`src/rtl/lifo_stack_p_pkg.sv`:
```
// Shared defaults and the per-cycle command encoding for the LIFO stack.
package stack_pkg;
    localparam int STACK_WIDTH_DEF = 12;
    localparam int STACK_DEPTH_DEF = 5;

    typedef enum logic [2:0] {
        OP_NOP,
        OP_PUSH,
        OP_POP,
        OP_REPLACE,
        OP_CLEAR
    } stack_op_e;
endpackage

```
`src/rtl/lifo_stack_p_if.sv`:
```
// Command/status bundle between a stack user (master) and the stack (slave).
interface lifo_stack_p_if
    import stack_pkg::*;
#(
    parameter int WIDTH = STACK_WIDTH_DEF,
    parameter int DEPTH = STACK_DEPTH_DEF
);
    localparam int CW = $clog2(DEPTH + 1);

    logic             clear;
    logic             push;
    logic             pop;
    logic             err_clr;
    logic [WIDTH-1:0] data_in;
    logic [WIDTH-1:0] data_out;
    logic [CW-1:0]    count;
    logic             empty;
    logic             full;
    logic             almost_full;
    logic             overflow;
    logic             underflow;

    modport master (
        output clear, push, pop, err_clr, data_in,
        input  data_out, count, empty, full, almost_full, overflow, underflow
    );

    modport slave (
        input  clear, push, pop, err_clr, data_in,
        output data_out, count, empty, full, almost_full, overflow, underflow
    );
endinterface

```
`src/rtl/lifo_stack_p_ram.sv`:
```
// Stack storage: one synchronous write port, one asynchronous read port, no reset.
module stack_ram #(
    parameter int WIDTH = 12,
    parameter int DEPTH = 5,
    parameter int AW    = 3
) (
    input  logic             clk,
    input  logic             we_i,
    input  logic [AW-1:0]    waddr_i,
    input  logic [WIDTH-1:0] wdata_i,
    input  logic [AW-1:0]    raddr_i,
    output logic [WIDTH-1:0] rdata_o
);
    logic [WIDTH-1:0] mem_q [DEPTH];

    always_ff @(posedge clk) begin
        if (we_i) mem_q[waddr_i] <= wdata_i;
    end

    assign rdata_o = mem_q[raddr_i];
endmodule

```
`src/rtl/lifo_stack_p.sv`:
```
// LIFO stack: pointer, sticky error flags and command decode around stack_ram.
module lifo_stack_p
    import stack_pkg::*;
#(
    parameter int WIDTH = STACK_WIDTH_DEF,
    parameter int DEPTH = STACK_DEPTH_DEF
) (
    input  logic          clk,
    input  logic          reset_n,
    lifo_stack_p_if.slave bus
);
    localparam int CW = $clog2(DEPTH + 1);
    localparam int AW = $clog2(DEPTH);
    localparam logic [CW-1:0] DEPTH_C = CW'(DEPTH);
    localparam logic [CW-1:0] AFULL_C = CW'(DEPTH - 1);
    localparam logic [CW-1:0] ONE_C   = CW'(1);

    logic [CW-1:0]    count_q, count_d;
    logic             overflow_q, overflow_d;
    logic             underflow_q, underflow_d;
    logic             empty_w, full_w;
    logic             ovf_evt, unf_evt;
    logic             wr_en;
    logic [AW-1:0]    wr_addr, rd_addr;
    logic [WIDTH-1:0] rd_data;
    stack_op_e        op;

    assign empty_w = (count_q == '0);
    assign full_w  = (count_q == DEPTH_C);
    assign rd_addr = AW'(count_q - ONE_C);

    // push&pop on an empty stack has nothing to replace, so it degrades to a push
    always_comb begin
        op = OP_NOP;
        if (bus.clear)                 op = OP_CLEAR;
        else if (bus.push && bus.pop)  op = empty_w ? OP_PUSH : OP_REPLACE;
        else if (bus.push)             op = OP_PUSH;
        else if (bus.pop)              op = OP_POP;
    end

    assign ovf_evt = (op == OP_PUSH) && full_w;
    assign unf_evt = (op == OP_POP) && empty_w;

    always_comb begin
        count_d = count_q;
        wr_en   = 1'b0;
        wr_addr = AW'(count_q);
        unique case (op)
            OP_CLEAR: count_d = '0;
            OP_PUSH: begin
                if (!full_w) begin
                    wr_en   = 1'b1;
                    count_d = count_q + ONE_C;
                end
            end
            OP_POP: begin
                if (!empty_w) count_d = count_q - ONE_C;
            end
            OP_REPLACE: begin
                wr_en   = 1'b1;
                wr_addr = rd_addr;
            end
            default: ;
        endcase
    end

    // a coincident error event beats err_clr
    assign overflow_d  = (overflow_q  & ~bus.err_clr) | ovf_evt;
    assign underflow_d = (underflow_q & ~bus.err_clr) | unf_evt;

    always_ff @(posedge clk or negedge reset_n) begin
        if (!reset_n) begin
            count_q     <= '0;
            overflow_q  <= 1'b0;
            underflow_q <= 1'b0;
        end else begin
            count_q     <= count_d;
            overflow_q  <= overflow_d;
            underflow_q <= underflow_d;
        end
    end

    stack_ram #(
        .WIDTH (WIDTH),
        .DEPTH (DEPTH),
        .AW    (AW)
    ) u_ram (
        .clk     (clk),
        .we_i    (wr_en),
        .waddr_i (wr_addr),
        .wdata_i (bus.data_in),
        .raddr_i (rd_addr),
        .rdata_o (rd_data)
    );

    // storage is unreset, so anything read while empty must be masked
    assign bus.data_out    = empty_w ? '0 : rd_data;
    assign bus.count       = count_q;
    assign bus.empty       = empty_w;
    assign bus.full        = full_w;
    assign bus.almost_full = (count_q == AFULL_C);
    assign bus.overflow    = overflow_q;
    assign bus.underflow   = underflow_q;
endmodule

```
`src/flat_wrapper.sv`:
```
// flat-port wrapper written by rule: the top's interface ports become plain ports
module lifo_stack_p_flat import stack_pkg::*;
#(
    parameter int WIDTH = STACK_WIDTH_DEF,
    parameter int DEPTH = STACK_DEPTH_DEF
)
  (clk, reset_n, bus_clear, bus_push, bus_pop, bus_err_clr, bus_data_in, bus_data_out, bus_count, bus_empty, bus_full, bus_almost_full, bus_overflow, bus_underflow);
  lifo_stack_p_if #(.WIDTH(WIDTH), .DEPTH(DEPTH)) bus_i ();
  input  logic clk;
  input  logic reset_n;
  input wire logic [$bits(bus_i.clear)-1:0] bus_clear;
  input wire logic [$bits(bus_i.push)-1:0] bus_push;
  input wire logic [$bits(bus_i.pop)-1:0] bus_pop;
  input wire logic [$bits(bus_i.err_clr)-1:0] bus_err_clr;
  input wire logic [$bits(bus_i.data_in)-1:0] bus_data_in;
  output wire logic [$bits(bus_i.data_out)-1:0] bus_data_out;
  output wire logic [$bits(bus_i.count)-1:0] bus_count;
  output wire logic [$bits(bus_i.empty)-1:0] bus_empty;
  output wire logic [$bits(bus_i.full)-1:0] bus_full;
  output wire logic [$bits(bus_i.almost_full)-1:0] bus_almost_full;
  output wire logic [$bits(bus_i.overflow)-1:0] bus_overflow;
  output wire logic [$bits(bus_i.underflow)-1:0] bus_underflow;
  assign bus_i.clear = bus_clear;
  assign bus_i.push = bus_push;
  assign bus_i.pop = bus_pop;
  assign bus_i.err_clr = bus_err_clr;
  assign bus_i.data_in = bus_data_in;
  assign bus_data_out = bus_i.data_out;
  assign bus_count = bus_i.count;
  assign bus_empty = bus_i.empty;
  assign bus_full = bus_i.full;
  assign bus_almost_full = bus_i.almost_full;
  assign bus_overflow = bus_i.overflow;
  assign bus_underflow = bus_i.underflow;
  lifo_stack_p #(.WIDTH(WIDTH), .DEPTH(DEPTH)) u_core (.clk(clk), .reset_n(reset_n), .bus(bus_i));
endmodule
```
`config.mk`:
```
export PLATFORM = sky130hd
export DESIGN_NAME = lifo_stack_p_flat
export DESIGN_NICKNAME = d
export VERILOG_FILES = /design/src/rtl/lifo_stack_p_pkg.sv /design/src/rtl/lifo_stack_p_if.sv /design/src/rtl/lifo_stack_p_ram.sv /design/src/rtl/lifo_stack_p.sv /design/src/flat_wrapper.sv
export SDC_FILE = /design/constraint.sdc
export NUM_CORES = 1
export LEC_CHECK = 0
export BUFFER_PORTS_ARGS = -buffer_cell sky130_fd_sc_hd__buf_2
export CORE_AREA = 2 2 79 81
export DETAILED_ROUTE_END_ITERATION = 7
export DIE_AREA = 0 0 81 83
export GPL_TIMING_DRIVEN = 0
export HOLD_SLACK_MARGIN = 0.1
export PLACE_DENSITY = 0.69
export SETUP_SLACK_MARGIN = 0.15
export SLEW_MARGIN = 30
export SYNTH_ARGS = -nofsm -noshare
export SYNTH_HDL_FRONTEND = slang
export SYNTH_SLANG_ARGS = --single-unit
```
`constraint.sdc`:
```
create_clock -name clk -period 3.1 [get_ports clk]
set_input_delay 0.31 -clock clk [delete_from_list [all_inputs] [get_ports clk]]
set_output_delay 0.31 -clock clk [all_outputs]
set_load 0.05 [all_outputs]
```
==> results of run 1 <==
cells in the final DEF, fill, tap and decap left out, types with 2 or more instances in the layout:
cell	netlist	layout
mux4_2	12	12
clkinv_2	0	2
ha_1	4	3
bufinv_16	0	2
dfrtp_1	5	4
buf_6	3	2
or3_1	2	2
edfxtp_1	60	60
buf_12	0	4
clkbuf_8	0	9
buf_4	0	11
nand3_1	4	4
o21ai_0	3	3
a21oi_1	14	12
inv_1	8	8
o22ai_1	2	2
nor2_1	7	6
mux2i_1	2	2
nand2_1	26	26
buf_2	4	35
a21oi_4	0	3
flip-flops by register name, indices dropped and copies added, names as in the netlist:
| signal | count |
|---|---|
| u_core.bus.overflow | 1 |
| u_core.bus.underflow | 1 |
| u_core.bus.count | 3 |
| u_core.u_ram.mem_q | 60 |
layer usage:
layer  up-vias  track usage, %
met1       894            24.5
li1        813               -
met2        51            29.2
met4         0            8.63
met3        12            4.89
met5         -               0
worst max-delay path by stage:
stage | from | end | slack (ns)
floorplan | u_core.bus.count[0]$_DFFE_PN0P_ | bus_data_out[10] | -0.05
global placement | u_core.bus.count[0]$_DFFE_PN0P_ | u_core.u_ram.mem_q[0][6]$_DFFE_PP_ | -0.18
global route | u_core.bus.count[0]$_DFFE_PN0P_ | bus_data_out[3] | 0.14
finish | u_core.bus.count[0]$_DFFE_PN0P_ | bus_data_out[7] | 0.26
detailed placement | u_core.bus.count[0]$_DFFE_PN0P_ | u_core.u_ram.mem_q[1][1]$_DFFE_PP_ | -0.03
CTS | u_core.bus.count[0]$_DFFE_PN0P_ | bus_data_out[9] | 0.15
synthesized netlist by cell type (all sizes together) (2+ instances only):
cell type,count,area (um^2)
buf,8,68.8
a21oi,15,78.8
ha,4,50.1
o22ai,2,12.5
o21ai,4,20.0
mux2i,2,20.0
dfrtp,5,125
mux4,12,270
inv,8,30.0
nand2,26,97.6
and2b,2,18.8
xnor2,2,17.5
nor2,7,26.3
edfxtp,60,1800
or3,2,12.5
nand3,5,30.0
stage by stage:
step / hold WS (ns) / cells / setup TNS [ns] / setup slack (ns) / cell area (um^2)
2_1_floorplan: 0.0144 / 183 / -0.492 / -0.0546 / 2840
3_3_place_gp: 0.125 / 295 / -2.17 / -0.181 / 3120
3_5_place_dp: 0.129 / 295 / -0.487 / -0.0259 / 3130
4_1_cts: 0.152 / 317 / 0 / 0.152 / 3460
5_1_grt: 0.182 / 321 / 0 / 0.137 / 3520
6_report: 0.166 / 321 / 0 / 0.258 / 3520
logic make-up (layout without fill, tap and decap cells):
kind of cell	Yosys count	after routing	synth area share, %
flops	65	65	68.1
simple gates	51	51	8.89
compound gates	28	28	5.97
buf+inv	17	80	3.63
mux	15	15	10.7
fa+ha+maj	4	4	1.77
xor+xnor	3	3	0.929
final cells by class:
| type | count | area (um^2) | share of cell area [%] |
|---|---|---|---|
| inverter | 8 | 30.0 | 0.852 |
| clock inverter | 6 | 82.6 | 2.34 |
| tap | 75 | 93.8 | 2.66 |
| timing repair buffer | 47 | 308 | 8.73 |
| sequential | 65 | 1930 | 54.7 |
| multi-input combinational | 101 | 865 | 24.5 |
| buffer | 9 | 90.1 | 2.56 |
| clock buffer | 10 | 128 | 3.62 |
worst max-delay path, cell delays in order, from the launching register on:
cell and delay [ns]:
dfrtp_2 0.44, buf_12 0.17, buf_8 0.14, inv_1 0.16, ha_1 0.26, clkbuf_4 0.20, buf_6 0.17, mux4_2 0.21
nand2_1 0.05, a21oi_1 0.12, buf_2 0.28
what timing repair did:
action	4_1_cts	5_1_grt
hold buffers	1	0
gates resized for setup	13	6
endpoints found under the setup margin	60	68
pin swaps	1	3
endpoints found under the hold margin	5	0
buffers inserted	5	4
gates cloned	0	0
==> results.py, run 1 <==
metrics = {
    "clock_tree": {
        "tritoncts": "built",
        "h-tree-depth": 3,
        "cts.path.max_buffers": 2,
        "cts_sinks": 65,
        "root_buffer": "clkbuf_8",
        "cts_buffers": 9,
        "path_clk_slew_ns": 0.07,
        "clock_latency_ns": 0.34,
    },
    "global_routing": {
        "grt_pass1_wl_mm": 9.10,
        "grt_max_degree": 13,
        "grt_pass1_vias": 1740,
        "antenna_found_initial": 0,
        "overflow": 0,
        "grt_usage_pct": 18.7,
    },
    "floorplan": {
        "die_width_um": 81,
        "die_h_um": 83,
        "initial_utilization_pct": 48.6,
        "core_um2": 5820,
        "ios": 38,
        "die_area_um2": 6720,
        "core.rowCount": 28,
    },
    "cells_and_area": {
        "diodes": 0,
        "area_delta_synth_final_pct": 24.6,
        "drive_above_1_share_pct": 39.4,
        "post-route-util_pct": 60.6,
        "num-nets-final": 263,
        "nFillCells": 448,
    },
    "routing": {
        "drtPass1Iterations": 4,
        "vias_per_cell": 5.51,
        "routed.top_layer": "met4",
        "drtIter0Drc": 79,
        "wl_met1_mm": 2.47,
        "post_drt_wl_per_cell_um": 17.9,
        "post-route-drc-count": 0,
        "num_vias": 1770,
        "final_antenna_net_count": 0,
        "met3_length_um": 244,
        "routed_wl_mm": 5.74,
        "wl_met2_mm": 2.90,
    },
    "timing": {
        "timing.final.crit_share_pct": 91.7,
        "fin_crit_ns": 2.84,
        "rsz0062_at_grt": "yes",
        "setup_viol": 0,
        "fin_skew_ns": 0.00470,
        "hold_viol": 0,
        "slew_viol_final": 0,
        "fmax_mhz": 352,
        "worst_pin_slew_ns": 0.633,
        "relSlewSlack_pct": 57.3,
    },
    "logic_synthesis": {
        "ys.flop_type": "edfxtp_1",
        "yosysSeqAreaShare_pct": 68.1,
        "synth.distinct_cells": 41,
        "synth_fp_nets": 205,
        "synth_edf_count": 60,
        "async_reset_ff_share_pct": 7.69,
        "netlist_instances": 183,
        "synth_area_um2": 2830,
        "avgSynthCellArea_um2": 15.5,
        "yosys_warnings": 0,
        "synth-seq-cells": 65,
    },
    "worst_setup_path": {
        "rr_startpoint": "u_core.bus.count[0]$_DFFE_PN0P_",
        "critPathRequiredTime_ns": 2.79,
        "r2r_slack_ns": 0.41,
        "r2r-end": "u_core.u_ram.mem_q[4][5]$_DFFE_PP_",
        "ff2ff_path_depth": 10,
        "cp.arrival_ns": 2.53,
        "critical_path.max_fanout": 10,
        "cp-start-kind": "flop",
        "worstSetupEndpointType": "primary output",
        "path_class": "flop to primary output",
    },
    "outcome": {
        "outcome": "finished, final reports clean",
    },
    "place": {
        "place_congestion": 0.709,
        "port_buffers": 37,
        "hpwlAfterDp_mm": 3.56,
    },
    "min_path": {
        "hold_class": "input port to flop",
        "whs_endpoint": "u_core.bus.overflow$_DFF_PN0_",
        "min_from": "bus_err_clr",
        "min_path_cells": 2,
    },
    "flow_run": {
        "maxCapViolations": 0,
    },
}
Power of run 1 is not shown: default switching activity piles up to over one toggle a cycle in this logic, so the estimate is an artifact.
==> inputs of run 2 (changes only) <==
- CORE_AREA: 2 2 79 81 -> 2 2 81 83
- DIE_AREA: 0 0 81 83 -> 0 0 83 85
- SYNTH_HIERARCHICAL: default -> 1
==> run 2 against run 1 <==
- non-clock buffer count shrank 4
- critical path depth is 3 lower
- synthesized area increased by 7.3%
- worst hold slack got worse by 0.0051 ns
- via count grew 1.4%
- final area rose by 4.1%
- cell count increased by 3.7%
- clock skew grew 0.00088 ns
- sequential share of layout area shrank 2.2 points
- clock-buffer cell count decreased by 1
- worst setup slack got worse by 0.052 ns
- critical path type is now flop to flop
- critical endpoint is now u_core/u_ram/mem_q[1][2]$_DFFE_PP_
- highest routed layer unchanged
==> results.py, run 2 <==
metrics = {
    "outcome": {
        "outcome": "finished, final reports clean",
    },
    "worst_setup_path": {
        "critPathRequiredTime_ns": 3.15,
        "cp_top_family": "simple AND/OR/NAND/NOR gates",
        "cpMaxStageDelayCell": "nor4bb_4",
        "critical_path.max_fanout": 7,
        "path_cells": "inv_1 -> ha_1 -> nand2b_4 -> nand3_1 -> xnor2_1 -> nor4bb_4 -> buf_6",
        "cp.arrival_ns": 2.94,
        "path_class": "flop to flop",
        "critPathMaxStageDelay_ns": 0.59,
        "cp-start-kind": "flop",
        "worstSetupEndpointType": "flop",
        "worst-path-buf-inv": 2,
    },
    "cells_and_area": {
        "final_cell_mix": "60 x edfxtp_1, 33 x buf_2, 19 x inv_1",
        "nFillCells": 486,
        "drive_above_1_share_pct": 41.0,
        "final_common_cell": "edfxtp_1",
        "largest_reg_flops": 60,
        "num-nets-final": 273,
        "top_register": "u_core/u_ram/mem_q",
        "area_delta_synth_final_pct": 20.9,
        "final_area_um2": 3670,
        "diodes": 0,
    },
    "clock_tree": {
        "path_clk_slew_ns": 0.07,
        "cts_buffers": 9,
        "root_buffer": "clkbuf_8",
        "clock_latency_ns": 0.33,
        "h-tree-depth": 3,
        "cts_sinks": 65,
        "tritoncts": "built",
        "cts.path.max_buffers": 2,
    },
    "global_routing": {
        "grt_usage_pct": 18.0,
        "overflow": 0,
        "antenna_found_initial": 0,
        "grt_pass1_wl_mm": 9.43,
        "grt_max_degree": 13,
        "grt_pass1_vias": 1735,
    },
    "timing": {
        "fin_skew_ns": 0.00557,
        "timing.final.crit_share_pct": 93.4,
        "relSlewSlack_pct": 52.7,
        "fin_crit_ns": 2.89,
        "worst_pin_slew_ns": 0.705,
        "rsz0062_at_grt": "yes",
        "setup_viol": 0,
        "totalNegativeSetupSlack_ns": 0,
        "hold_viol": 0,
        "slew_viol_final": 0,
        "fmax_mhz": 346,
    },
    "logic_synthesis": {
        "yosys.area_share.adder_pct": 1.65,
        "synth_simple_gate_area_share_pct": 11.2,
        "synth-compound-area-share_pct": 13.2,
        "ys.flop_type": "edfxtp_1",
        "synth_top_area_cell": "edfxtp_1",
        "async_reset_ff_share_pct": 7.69,
        "synth_area_um2": 3040,
        "synth_edf_count": 60,
        "yosys_warnings": 6,
        "yosysSeqAreaShare_pct": 63.5,
        "synth_top_family_by_area": "compound AO/OA/AOI/OAI gates",
        "netlist_top_cells_count": "60 x edfxtp_1, 19 x inv_1, 13 x mux2i_1, 12 x a221oi_2, 10 x a211oi_2",
        "synth.most_common_cell": "edfxtp_1",
        "netlist_instances": 197,
        "synthMuxAreaShare_pct": 4.29,
        "avgSynthCellArea_um2": 15.4,
        "synth-seq-cells": 65,
        "synth_fp_nets": 219,
        "synthTopCellsByArea": "edfxtp_1 59%, a221oi_2 5.9%, mux2i_1 4.3%",
        "synth_top_area_share_pct": 59.4,
        "post_synth_xor_area_fraction_pct": 0.577,
        "synth.distinct_cells": 44,
    },
    "floorplan": {
        "initial_utilization_pct": 48.9,
        "core_um2": 6200,
        "core.rowCount": 29,
        "ios": 38,
        "die_width_um": 83,
        "die_h_um": 85,
        "die_area_um2": 7060,
    },
    "pwr": {
        "comb_power_share_pct": 51.0,
        "vdd_drop_max_uv": 564,
        "p_switching_w": 0.00161,
        "leakage_nw": 1.43,
        "switching_share_pct": 42.8,
        "p_seq_share_pct": 28.3,
        "internal_power_w": 0.00215,
        "clkPwrFrac_pct": 20.7,
        "powerDensity_nw_per_um2": 1030,
    },
    "place": {
        "place_congestion": 0.809,
        "hpwlAfterDp_mm": 4.02,
        "port_buffers": 37,
        "placed_area_um2": 3400,
    },
    "routing": {
        "vias_per_cell": 5.39,
        "drtPass1Iterations": 4,
        "num_vias": 1794,
        "post-route-drc-count": 0,
        "routed_wl_mm": 5.88,
        "final_antenna_net_count": 0,
        "drtIter0Drc": 93,
        "post_drt_wl_per_cell_um": 17.7,
    },
    "min_path": {
        "hold_class": "input port to flop",
    },
    "flow_run": {
        "maxCapViolations": 0,
    },
}
## run 2: cell types whose count changed after synthesis, moves of 4 or more
cell | previous run | this run
a221oi_2 | 0 | 12
a211oi_2 | 0 | 10
nor2b_1 | 0 | 8
and2b_1 | 0 | 5
mux2i_1 | 2 | 13
and2_2 | 0 | 4
nand2_1 | 26 | 4
a21oi_1 | 14 | 1
mux4_2 | 12 | 0
inv_1 | 8 | 19
and2_1 | 1 | 9
nor2_1 | 7 | 2
## run 2: power groups by stage
stage	sequential (W)	combinational [W]	clock [W]
global placement	0.00109	0.00182	0
global route	0.00107	0.00205	0.000834
floorplan	0.00114	0.00139	0
detailed placement	0.00108	0.00188	0
CTS	0.00107	0.00189	0.000796
finish	0.00107	0.00192	0.000780
## run 2: logic make-up after synthesis
group / after synthesis
buf+inv: 29
simple gates: 48
fa+ha+maj: 4
mux: 13
flops: 65
xor+xnor: 2
compound gates: 36
## run 2: worst paths after layout
check                                           startpoint                                  to  slack (ns)  cells after the start
min in group asynchronous                          reset_n     u_core/bus.count[0]$_DFFE_PN0P_        0.31                      2
max reg2reg                u_core/bus.count[0]$_DFFE_PN0P_  u_core/u_ram/mem_q[1][2]$_DFFE_PP_        0.21                      7
max in group asynchronous                          reset_n      u_core/bus.underflow$_DFF_PN0_        2.66                      2
min reg2reg                  u_core/bus.overflow$_DFF_PN0_       u_core/bus.overflow$_DFF_PN0_        0.54                      2
min                                              bus_clear     u_core/bus.count[0]$_DFFE_PN0P_        0.16                      2
max                        u_core/bus.count[0]$_DFFE_PN0P_  u_core/u_ram/mem_q[1][2]$_DFFE_PP_        0.21                      7
## run 2: layer usage
layer  wire (um)  GRT usage, %  part of all wire [%]
met3         234          4.86                   4.0
met5           0             0                     0
met2        2890          28.3                    49
met1        2710          24.4                    46
met4          44          6.26                  0.75
## run 2: repair_timing
action	CTS	global route
gates resized for setup	2	10
hold endpoints to repair	5	0
setup buffers	0	0
gates cloned	0	0
endpoints found under the setup margin	36	43
hold buffers	1	0
## run 2: through the flow
| step | setup WS, ns | hold slack [ns] | total power [W] | util [%] | std cells |
|---|---|---|---|---|---|
| finish | 0.206 | 0.161 | 0.00376 | 59.1 | 333 |
| global route | 0.0400 | 0.160 | 0.00395 | 59.1 | 333 |
| CTS | 0.132 | 0.151 | 0.00376 | 58.7 | 333 |
| detailed placement | 0.0950 | 0.130 | 0.00296 | 54.9 | 316 |
| global placement | -1.39 | 0.124 | 0.00291 | 53.5 | 311 |
| floorplan | -0.342 | 0.0144 | 0.00253 | - | 197 |
## run 2: area by class of cell
cell class              count  area [um^2]  share of cell area [%]
flip-flops and latches     65         1930                    52.5
multi-input cells         103         1000                    27.3
repair buffers             43          256                    6.99
clock buffers               9          124                    3.38
well taps                  77         96.3                    2.63
plain buffers               9         95.1                    2.59
clock inverters             7         93.8                    2.56
inverters                  20         75.1                    2.05
(Power assumes the default switching activity.)
==> inputs of run 3 (changes only) <==
- CELL_PAD_IN_SITES_DETAIL_PLACEMENT: default -> 1
- CELL_PAD_IN_SITES_GLOBAL_PLACEMENT: default -> 1
- CORE_AREA: 2 2 81 83 -> 2 2 83 85
- DIE_AREA: 0 0 83 85 -> 0 0 85 87
- PLACE_DENSITY: 0.69 -> 0.75
==> run 3 against run 2 <==
- clock skew rose by 0.0018 ns
- die area grew 4.8%
- combinational power is 3% higher
- worst setup slack improved by 0.073 ns
- worst hold slack better by 0.0070 ns
- clock power down 25%
- global-route usage grew 1.8 points
- maximum frequency up 2.6%
- routed wire length is 16% higher
- critical path type unchanged
- largest cell class unchanged
==> results.py, run 3 (same netlist as run 2, synthesis figures left out) <==
metrics = {
    "timing": {
        "relSlewSlack_pct": 51.0,
        "rsz0062_at_grt": "no",
        "setup_viol": 0,
        "slew_viol_final": 0,
        "hold_viol": 0,
        "fmax_mhz": 354,
        "worst_pin_slew_ns": 0.731,
        "timing.final.crit_share_pct": 91.0,
        "fin_crit_ns": 2.82,
        "totalNegativeSetupSlack_ns": 0,
        "fin_skew_ns": 0.00741,
        "timing.final.ws_setup_ns": 0.279,
    },
    "global_routing": {
        "grt_usage_pct": 19.8,
        "grt_max_degree": 13,
        "grt_pass1_vias": 1949,
        "grt_pass1_wl_mm": 10.5,
        "antenna_found_initial": 0,
        "overflow": 0,
    },
    "worst_setup_path": {
        "worstSetupEndpointType": "flop",
        "path_cells": "inv_2 -> ha_1 -> nand2b_4 -> nand3_1 -> o21ai_1 -> nor4bb_4 -> buf_6",
        "crit_cells": 7,
        "crit_start": "u_core/bus.count[0]$_DFFE_PN0P_",
        "cp-start-kind": "flop",
        "worst-path-buf-inv": 2,
        "cp_top_family": "simple AND/OR/NAND/NOR gates",
        "r2r-end": "u_core/u_ram/mem_q[2][10]$_DFFE_PP_",
        "path_class": "flop to flop",
        "cpMaxStageDelayCell": "o21ai_1",
        "critPathMaxStageDelay_ns": 0.54,
        "endpoint": "u_core/u_ram/mem_q[2][10]$_DFFE_PP_",
        "r2r_slack_ns": 0.28,
        "ff2ff_path_depth": 7,
        "rr_startpoint": "u_core/bus.count[0]$_DFFE_PN0P_",
        "cp.arrival_ns": 2.86,
        "critPathRequiredTime_ns": 3.14,
        "critical_path.max_fanout": 9,
    },
    "cells_and_area": {
        "top_register": "u_core/u_ram/mem_q",
        "num-nets-final": 275,
        "area_delta_synth_final_pct": 19.9,
        "diodes": 0,
        "post-route-util_pct": 55.4,
        "final_cell_mix": "60 x edfxtp_1, 38 x buf_2, 18 x inv_1",
        "post_layout_nonfiller_instances": 337,
        "nFillCells": 642,
        "regArea_um2": 1930,
        "multi_input_area_um2": 1030,
        "final_common_cell": "edfxtp_1",
        "drive_above_1_share_pct": 41.6,
        "largest_reg_flops": 60,
    },
    "routing": {
        "vias_per_cell": 5.37,
        "num_vias": 1810,
        "drtPass1Iterations": 4,
        "post-route-drc-count": 0,
        "drtIter0Drc": 60,
        "final_antenna_net_count": 0,
        "routed_wl_mm": 6.81,
        "post_drt_wl_per_cell_um": 20.2,
    },
    "clock_tree": {
        "cts_buffers": 9,
        "cts.path.max_buffers": 2,
        "tritoncts": "built",
        "h-tree-depth": 3,
        "path_clk_slew_ns": 0.07,
        "cts_sinks": 65,
        "root_buffer": "clkbuf_8",
        "clock_latency_ns": 0.33,
    },
    "place": {
        "port_buffers": 37,
        "hpwlAfterDp_mm": 4.53,
        "dp.cells": 319,
        "place_congestion": 0.786,
        "dpl_worst_slack_ns": 0.0243,
    },
    "min_path": {
        "hold_class": "input port to flop",
    },
    "floorplan": {
        "core_um2": 6570,
        "ios": 38,
        "die_width_um": 85,
        "core.rowCount": 30,
        "die_area_um2": 7400,
        "die_h_um": 87,
        "initial_utilization_pct": 46.2,
    },
    "pwr": {
        "vdd_drop_max_uv": 537,
        "total_power_w": 0.00362,
        "powerDensity_nw_per_um2": 996,
        "leakage_nw": 1.42,
    },
    "flow_run": {
        "maxCapViolations": 0,
    },
    "outcome": {
        "outcome": "finished, final reports clean",
    },
}
==> run 3: worst min-delay path by stage <==
stage | from | endpoint | slack, ns | cells past startpoint
global route | bus_clear | u_core/bus.count[0]$_DFFE_PN0P_ | 0.16 | 2
detailed placement | reset_n | u_core/bus.count[0]$_DFFE_PN0P_ | 0.13 | 1
floorplan | reset_n | u_core/bus.count[0]$_DFFE_PN0P_ | 0.01 | 0
CTS | bus_err_clr | u_core/bus.overflow$_DFF_PN0_ | 0.15 | 2
finish | bus_err_clr | u_core/bus.overflow$_DFF_PN0_ | 0.17 | 2
global placement | reset_n | u_core/bus.count[0]$_DFFE_PN0P_ | 0.13 | 1
==> run 3: worst register-to-register path: stages, from the launching register on <==
cell	delay, ns
dfrtp_1	0.50
inv_2	0.14
ha_1	0.30
nand2b_4	0.14
nand3_1	0.18
o21ai_1	0.54
nor4bb_4	0.49
buf_6	0.22
==> run 3: metal layers <==
layer,share of wire [%],track usage (%),vias up,wire length (um)
met3,3.8,3.98,8,259
met1,45,26.1,909,3070
met5,0,0,-,0
met2,50,31.7,39,3380
li1,-,-,854,-
met4,1.4,9.52,0,95
==> run 3: cell type report <==
cell class / count / share of cell area, %
repair buffers: 45 / 7.12
flip-flops and latches: 65 / 52.9
clock inverters: 4 / 0.584
multi-input cells: 103 / 28.3
inverters: 20 / 2.06
plain buffers: 9 / 2.61
well taps: 80 / 2.75
clock buffers: 11 / 3.61
==> run 3: what timing repair did <==
| action | CTS | global route |
|---|---|---|
| hold buffers | 1 | 0 |
| resized for setup | 5 | 8 |
| buffers inserted | 2 | 0 |
| cloned | 0 | 0 |
| setup endpoints to repair | 36 | 47 |
| hold endpoints to repair | 5 | 0 |
==> run 3: metrics by stage <==
stage          area, um^2  hold WS, ns
2_1_floorplan        3040       0.0144
3_3_place_gp         3320        0.126
3_5_place_dp         3410        0.132
4_1_cts              3610        0.154
5_1_grt              3640        0.161
6_report             3640        0.168
==> run 3: power breakdown <==
group          internal [W]  leakage (nW)  switching (W)
clock              0.000281        0.0766       0.000302
combinational      0.000657         0.733        0.00131
sequential          0.00104         0.610      0.0000310
